### src/rtl/bsg_cgol_job_issuer.sv
// Host-side job issuer for the Game-of-Life controller: accepts a job, issues it, buffers one result.
// Optional macro BSG_CGOL_ISSUER_TIMEOUT_EN adds a WAIT watchdog, a DRAIN state and res_timeout_o.
module bsg_cgol_job_issuer #(
  parameter int max_game_length_p = 1024,
  parameter int board_width_p     = 8,
  parameter int board_height_p    = 8,
  parameter int timeout_cycles_p  = 65535,
  localparam int game_len_width_lp = (max_game_length_p < 1) ? 1 : $clog2(max_game_length_p + 1),
  localparam int board_bits_lp     = board_width_p * board_height_p
) (
  input  logic                         clk_i,
  input  logic                         reset_n_i,
  input  logic [game_len_width_lp-1:0] job_frames_i,
  input  logic [board_bits_lp-1:0]     job_board_i,
  input  logic                         job_v_i,
  output logic                         job_ready_o,
  output logic [game_len_width_lp-1:0] ctrl_frames_o,
  output logic [board_bits_lp-1:0]     ctrl_board_o,
  output logic                         ctrl_v_o,
  input  logic                         ctrl_ready_i,
  input  logic                         ctrl_v_i,
  input  logic [board_bits_lp-1:0]     ctrl_board_i,
  output logic                         ctrl_yumi_o,
  output logic [game_len_width_lp-1:0] res_frames_o,
  output logic [board_bits_lp-1:0]     res_board_o,
  output logic                         res_v_o,
  input  logic                         res_ready_i,
`ifdef BSG_CGOL_ISSUER_TIMEOUT_EN
  output logic                         res_timeout_o,
`endif
  output logic [15:0]                  jobs_done_o,
  output logic                         busy_o
);

  if (max_game_length_p < 1 || timeout_cycles_p < 1) begin : g_param_check
    $error("bsg_cgol_job_issuer: max_game_length_p and timeout_cycles_p must be >= 1");
  end

  typedef enum logic [2:0] {
    IDLE,
    ISSUE,
    WAIT,
    BYPASS
`ifdef BSG_CGOL_ISSUER_TIMEOUT_EN
    , DRAIN
`endif
  } state_e;

  localparam logic [game_len_width_lp-1:0] max_frames_lp = game_len_width_lp'(max_game_length_p);

  state_e                       state_q, state_d;
  logic [game_len_width_lp-1:0] frames_q, frames_d;
  logic [board_bits_lp-1:0]     board_q, board_d;
  logic                         res_v_q, res_v_d;
  logic [game_len_width_lp-1:0] res_frames_q, res_frames_d;
  logic [board_bits_lp-1:0]     res_board_q, res_board_d;
  logic [15:0]                  jobs_done_q, jobs_done_d;
  logic                         yumi;
  logic                         buf_free;

`ifdef BSG_CGOL_ISSUER_TIMEOUT_EN
  localparam int wd_width_lp = (timeout_cycles_p < 1) ? 1 : $clog2(timeout_cycles_p + 1);
  localparam logic [wd_width_lp-1:0] wd_last_lp = wd_width_lp'(timeout_cycles_p - 1);
  logic [wd_width_lp-1:0] wd_cnt_q, wd_cnt_d;
  logic                   res_timeout_q, res_timeout_d;
`endif

  function automatic logic [game_len_width_lp-1:0] clamp_frames(input logic [game_len_width_lp-1:0] f);
    return (f > max_frames_lp) ? max_frames_lp : f;
  endfunction

  // The result buffer can take new data when empty or being drained this very cycle.
  assign buf_free = ~res_v_q | res_ready_i;

  always_comb begin
    state_d      = state_q;
    frames_d     = frames_q;
    board_d      = board_q;
    res_v_d      = res_v_q & ~res_ready_i;
    res_frames_d = res_frames_q;
    res_board_d  = res_board_q;
    jobs_done_d  = jobs_done_q;
    yumi         = 1'b0;
`ifdef BSG_CGOL_ISSUER_TIMEOUT_EN
    wd_cnt_d      = wd_cnt_q;
    res_timeout_d = res_timeout_q;
`endif
    case (state_q)
      IDLE: begin
        if (job_v_i) begin
          frames_d = clamp_frames(job_frames_i);
          board_d  = job_board_i;
          state_d  = (frames_d == '0) ? BYPASS : ISSUE;
        end
      end
      ISSUE: begin
        if (ctrl_ready_i) begin
          state_d = WAIT;
`ifdef BSG_CGOL_ISSUER_TIMEOUT_EN
          wd_cnt_d = '0;
`endif
        end
      end
      WAIT: begin
        yumi = ctrl_v_i & buf_free;
        if (yumi) begin
          res_v_d      = 1'b1;
          res_board_d  = ctrl_board_i;
          res_frames_d = frames_q;
          jobs_done_d  = jobs_done_q + 16'd1;
          state_d      = IDLE;
`ifdef BSG_CGOL_ISSUER_TIMEOUT_EN
          res_timeout_d = 1'b0;
        end else if (wd_cnt_q == wd_last_lp && buf_free) begin
          // Give up on the controller; its late answer is swallowed in DRAIN.
          res_v_d       = 1'b1;
          res_board_d   = board_q;
          res_frames_d  = '0;
          res_timeout_d = 1'b1;
          jobs_done_d   = jobs_done_q + 16'd1;
          state_d       = DRAIN;
        end else if (wd_cnt_q != wd_last_lp) begin
          wd_cnt_d = wd_cnt_q + 1'b1;
`endif
        end
      end
      BYPASS: begin
        if (buf_free) begin
          res_v_d      = 1'b1;
          res_board_d  = board_q;
          res_frames_d = '0;
          jobs_done_d  = jobs_done_q + 16'd1;
          state_d      = IDLE;
`ifdef BSG_CGOL_ISSUER_TIMEOUT_EN
          res_timeout_d = 1'b0;
`endif
        end
      end
`ifdef BSG_CGOL_ISSUER_TIMEOUT_EN
      DRAIN: begin
        yumi = ctrl_v_i;
        if (yumi) state_d = IDLE;
      end
`endif
      default: state_d = IDLE;
    endcase
  end

  always_ff @(posedge clk_i or negedge reset_n_i) begin
    if (!reset_n_i) begin
      state_q      <= IDLE;
      frames_q     <= '0;
      board_q      <= '0;
      res_v_q      <= 1'b0;
      res_frames_q <= '0;
      res_board_q  <= '0;
      jobs_done_q  <= '0;
`ifdef BSG_CGOL_ISSUER_TIMEOUT_EN
      wd_cnt_q      <= '0;
      res_timeout_q <= 1'b0;
`endif
    end else begin
      state_q      <= state_d;
      frames_q     <= frames_d;
      board_q      <= board_d;
      res_v_q      <= res_v_d;
      res_frames_q <= res_frames_d;
      res_board_q  <= res_board_d;
      jobs_done_q  <= jobs_done_d;
`ifdef BSG_CGOL_ISSUER_TIMEOUT_EN
      wd_cnt_q      <= wd_cnt_d;
      res_timeout_q <= res_timeout_d;
`endif
    end
  end

  assign job_ready_o   = (state_q == IDLE);
  assign busy_o        = (state_q != IDLE);
  assign ctrl_v_o      = (state_q == ISSUE);
  assign ctrl_frames_o = frames_q;
  assign ctrl_board_o  = board_q;
  assign ctrl_yumi_o   = yumi;
  assign res_v_o       = res_v_q;
  assign res_frames_o  = res_frames_q;
  assign res_board_o   = res_board_q;
  assign jobs_done_o   = jobs_done_q;
`ifdef BSG_CGOL_ISSUER_TIMEOUT_EN
  assign res_timeout_o = res_timeout_q;
`endif

endmodule

### config.mk
export PLATFORM = sky130hd
export DESIGN_NAME = bsg_cgol_job_issuer
export DESIGN_NICKNAME = d
export VERILOG_FILES = /design/src/rtl/bsg_cgol_job_issuer.sv
export SDC_FILE = /design/constraint.sdc
export NUM_CORES = 1
export LEC_CHECK = 0
export CORE_ASPECT_RATIO = 1.1
export CORE_MARGIN = 4
export CORE_UTILIZATION = 40
export CTS_CLUSTER_DIAMETER = 100
export DETAILED_ROUTE_END_ITERATION = 12
export PLACE_DENSITY = 0.84
export SLEW_MARGIN = 20
export SYNTH_ARGS = -nofsm -noshare
export SYNTH_HDL_FRONTEND = slang
export SYNTH_SLANG_ARGS = --single-unit
export TNS_END_PERCENT = 1
### constraint.sdc
create_clock -name clk_i -period 2.8 [get_ports clk_i]
set_clock_uncertainty 0.1 [all_clocks]
set_input_delay 0.56 -clock clk_i [delete_from_list [all_inputs] [get_ports clk_i]]
set_output_delay 0.56 -clock clk_i [all_outputs]
set_load 0.03 [all_outputs]
After elaboration in Yosys (flattened, before gate mapping)
Cells that the tools add are included.
{"block": "classes", "addsub": 1, "order_cmp": 1, "n_eq_ne": 7, "mux": 20, "n_bitwise": 5, "reduce_logical": 7}
{"op": "$mux W64", "n": 2}
{"op": "$pmux W64 S2", "n": 1}
{"op": "$mux W11", "n": 3}
{"op": "$mux W16", "n": 2}
{"op": "$pmux W16 S2", "n": 1}
{"op": "$pmux W11 S2", "n": 1}
{"op": "$add A16 B1 Y16 const B", "n": 1}
{"op": "$mux W3", "n": 4}
{"op": "$pmux W3 S4", "n": 1}
{"op": "$gt A11 B11 Y1 const B", "n": 1}
{"op": "$logic_not A11 Y1", "n": 1}
{"op": "$eq A3 B2 Y1 const B", "n": 2}
{"op": "$ne A2 B2 Y1 const B", "n": 3}
{"op": "$reduce_and A4 Y1", "n": 1}
{"op": "$eq A3 B1 Y1 const B", "n": 1}
{"op": "$logic_not A3 Y1", "n": 1}
{"op": "$mux W1", "n": 3}
{"op": "$reduce_and A3 Y1", "n": 1}
{"op": "$reduce_bool A3 Y1", "n": 1}
{"op": "$and A1 B1 Y1", "n": 2}
{"op": "$mux W2", "n": 1}
{"op": "$ne A2 B1 Y1 const B", "n": 1}
{"op": "$not A1 Y1", "n": 2}
{"op": "$pmux W1 S2", "n": 1}
{"op": "3 further kinds", "n": 3}
{"block": "totals", "register_bits": 170, "input_bits": 145, "output_inout_bits": 171, "wordCells": 48}

Longest topological paths before layout
{"block": "logic_depth", "word_depth": 6, "ltp_mapped": 8, "ltp_nobuf": 5}

Least setup slack after synthesis
Ideal clock, no wire load.
{"block": "synth_timing", "path_type": "register to output", "from": "register res_v_q (netlist: res_v_o)", "to": "output ctrl_yumi_o", "arrival_ns": 1.395, "required_ns": 2.140, "path_slack_ns": 0.745, "stages_incl_launch_ff": 3, "n_path_buf": 0, "path_cell_list": "dfrtp_1 -> nor2b_1 -> nor3_1"}
{"block": "synth_between", "elab_chain_len": 4}
{"element": "from (decl)", "line_no": "54", "source": "logic res_v_q, res_v_d;"}
{"element": "from (signal assigned)", "line_no": "166", "source": "res_v_q <= res_v_d;"}
{"element": "$not A1 Y1", "line_no": "73", "source": "assign buf_free = ~res_v_q | res_ready_i;"}
{"element": "$or A1 B1 Y1", "line_no": "73"}
{"element": "$and A1 B1 Y1", "line_no": "105", "source": "yumi = ctrl_v_i & buf_free;"}
{"element": "$mux W1", "line_no": "88", "source": "case (state_q)"}
{"element": "to (decl)", "line_no": "23", "source": "output logic ctrl_yumi_o,"}
Every way passes these cells.

Worst setup path in the final report
{"block": "layout_timing", "from": "input ctrl_v_i", "to": "output ctrl_yumi_o"}
{"block": "layout_between", "elab_chain_len": 2}
{"element": "from (decl)", "line_no": "21", "source": "input logic ctrl_v_i,"}
{"element": "$and A1 B1 Y1", "line_no": "105"}
{"element": "$mux W1", "line_no": "88"}
Every way passes these cells.

==> impl_metrics.json <==
{
  "cts_max_level": 4,
  "rsz0062_at_grt": "false",
  "cpPeakStageDelay_ns": 0.71,
  "place_ws_ns": 0.142,
  "fp.dieW_um": 135,
  "coreArea_sq_um": 17300,
  "hold_viol_final": 0,
  "fin_crit_ns": 2.65,
  "worst_pin_slew_ns": 0.575,
  "critPathMaxFanout": 2,
  "place_area_sq_um": 10500,
  "yosys_register_bits": 169,
  "cts_buffer_depth": 2,
  "routed_via_density": 4.90,
  "setup_ws_ns": 0.148,
  "vdd_ir_drop_max_v": 0.000620,
  "layout.nets": 1038,
  "worstPathCellList": "clkdlybuf4s50_1, nand2_1, nor3_1, clkdlybuf4s50_1",
  "synth_nets": 725,
  "r2r_setup_slack_ns": 0.95,
  "cts_sinks": 169,
  "clockRootBuffer": "clkbuf_16",
  "worstSetupStartpointType": "input pin",
  "fin_cells": 1138,
  "crit_family": "buffers and inverters",
  "path_class": "input pin to output port",
  "power.density_nw_per_um2": 1280,
  "rows": 50,
  "antenna_cells": 0,
  "gp_congestion": 0.831,
  "antenna_found_initial": 0,
  "first_pass_iters": 4,
  "pin_count": 316,
  "initial_core_util_pct": 41.3,
  "cp_slowest_cell": "clkdlybuf4s50_1",
  "drive_above_1_share_pct": 11.8,
  "post_cts_buffers": 0,
  "insertion_delay_ns": 0.42,
  "fin_tns_setup_ns": 0,
  "required_ns": 2.14,
  "fp.dieH_um": 148,
  "slew-limit-headroom_pct": 61.4,
  "leakagePower_nw": 5.07,
  "totalWireLength_mm": 20.2,
  "maxSlewViolCount": 0,
  "cts_resized": 0,
  "fmax_ghz": 0.377,
  "drt_iter0_drc": 169,
  "hold_class": "input pin to async pin",
  "whs_ns": 0.0193,
  "synth_cell_type_count": 32,
  "ant_nets": 0,
  "dp_hpwl_mm": 15.2,
  "grt_pass1_vias": 5838,
  "drcViolationCount": 0,
  "status": "complete, no violations",
  "endpoint_kind": "output port",
  "cts_hold_buf": 0,
  "postSynth.asyncResetShare_pct": 100,
  "seq_area_frac_synth_pct": 59.4,
  "cpMostUsedCell": "clkdlybuf4s50_1",
  "dieArea_sq_um": 20000,
  "dp.cells": 1107,
  "yosysWarnings": 0,
  "cts_tree": "done",
  "worstPathArrival_ns": 1.99,
  "numPortBuffers": 315,
  "syn_area_per_cell_sq_um": 12.3,
  "syn_inst": 579,
  "syn2layout_area_growth_pct": 56.4,
  "grt_max_degree": 84,
  "fin_area_sq_um": 11100,
  "synthFlopType": "dfrtp_1",
  "clk_pin_slew_ns": 0.06,
  "power_mw": 14.3,
  "netlist_area_sq_um": 7120,
  "fin_util_pct": 64.5,
  "vias": 5576,
  "synth_edf_count": 0,
  "path_buf_inv": 2,
  "min_period_over_period_pct": 94.7,
  "finalSetupViolations": 0,
  "grt_overflow_total": 0,
  "grt_usage_pct": 20.1,
  "drv_cap": 0,
  "numCtsBuffers": 17,
  "grt_pass1_wl_mm": 31.3,
  "wl_per_cell_um": 17.7
}
-- power breakdown --
part	switching (mW)	internal, mW
sequential	0.777	3.57
combinational	4.20	3.22
clock	0.965	1.57
-- cell families (layout without fill, tap and decap cells) --
| logic type | count (synthesis) | after routing | synth area share, % |
|---|---|---|---|
| mux | 130 | 130 | 19.4 |
| compound gates | 79 | 79 | 5.88 |
| xor+xnor | 15 | 15 | 1.84 |
| simple gates | 148 | 148 | 9.52 |
| buf+inv | 37 | 362 | 3.81 |
| fa+ha+maj | 1 | 1 | 0.176 |
| flops | 169 | 169 | 59.4 |
-- Yosys cell counts, types with 2 or more instances --
cell type  number  area share (%)
dfrtp_1       169              59
nand2_1       102             5.4
mux2i_1        65             9.1
mux2_2         58             9.2
o21ai_0        56             3.9
buf_6          14             2.2
o21ai_1        14            0.98
xnor2_1        14             1.7
nand3b_1       11             1.2
buf_2          10            0.70
clkbuf_1        7            0.37
mux2_1          7             1.1
nand2b_1        7            0.61
nand3_1         6            0.42
nand4_1         6            0.53
a22o_1          4            0.49
buf_4           4            0.42
and4_1          3            0.37
nor2_1          3            0.16
a21oi_1         2            0.14
and2_1          2            0.18
inv_1           2            0.11
nor2b_1         2            0.18
nor3_1          2            0.14
nor4_1          2            0.18
-- metal layers --
| metal | up-vias | wire, um | GRT usage [%] |
|---|---|---|---|
| li1 | 2643 | - | - |
| met1 | 2699 | 7750 | 23.4 |
| met2 | 198 | 10500 | 35.0 |
| met3 | 36 | 1410 | 5.75 |
| met4 | 0 | 531 | 7.71 |
| met5 | - | 0 | 0 |
-- worst reg2reg max path: stages (launching register included) --
cell and delay (ns):
dfrtp_1 0.38, buf_4 0.20, o21ai_2 0.28, or2_4 0.36, buf_4 0.29, o21ai_0 0.12
-- registers in the layout, indices dropped and copies added, names as in the netlist --
register	cells
ctrl_board_o	64
jobs_done_o	16
res_board_o	64
state_q	2
res_frames_o	11
res_v_o	1
ctrl_frames_o	11
-- cell usage in the layout, fill, tap and decap left out, drive strengths merged --
cell / Yosys / routed
xor2: 1 / 1
nand3b: 11 / 11
ha: 1 / 1
dfrtp: 169 / 169
nor2: 3 / 3
o21ai: 71 / 71
or2: 1 / 1
clkdlybuf4s50: 0 / 314
nand4: 6 / 6
o22ai: 1 / 1
nor2b: 2 / 2
and4: 3 / 3
nand3: 6 / 6
mux2i: 65 / 65
buf: 28 / 15
a22o: 4 / 4
mux2: 65 / 65
and2: 2 / 2
a21oi: 2 / 2
nand2b: 7 / 7
nor3: 3 / 3
nand2: 102 / 102
xnor2: 14 / 14
bufinv: 0 / 4
o32ai: 1 / 1
inv: 2 / 5
clkinvlp: 0 / 2
nor4: 2 / 2
clkbuf: 7 / 22
-- area by class of cell --
cell class | instances | area [sq um]
fillers | 1328 | 6130
flip-flops and latches | 169 | 4230
repair buffers | 329 | 3330
multi-input cells | 373 | 2640
clock buffers | 22 | 474
well taps | 234 | 293
clock inverters | 9 | 161
inverters | 2 | 7.51
-- final timing paths --
path | startpoint | cells past startpoint | to
setup reg to reg | state_q[0]$_DFFE_PN0P_ | 5 | res_board_o[29]$_DFFE_PN0P_
setup / recovery | ctrl_v_i | 4 | ctrl_yumi_o
max in group asynchronous | reset_n_i | 2 | res_frames_o[10]$_DFFE_PN0P_
min in group clk_i | res_frames_o[7]$_DFFE_PN0P_ | 2 | res_frames_o[7]$_DFFE_PN0P_
hold / removal | reset_n_i | 1 | ctrl_board_o[59]$_DFFE_PN0P_
hold reg to reg | res_frames_o[7]$_DFFE_PN0P_ | 2 | res_frames_o[7]$_DFFE_PN0P_
Note: power is estimated with default switching activity, not from simulation.
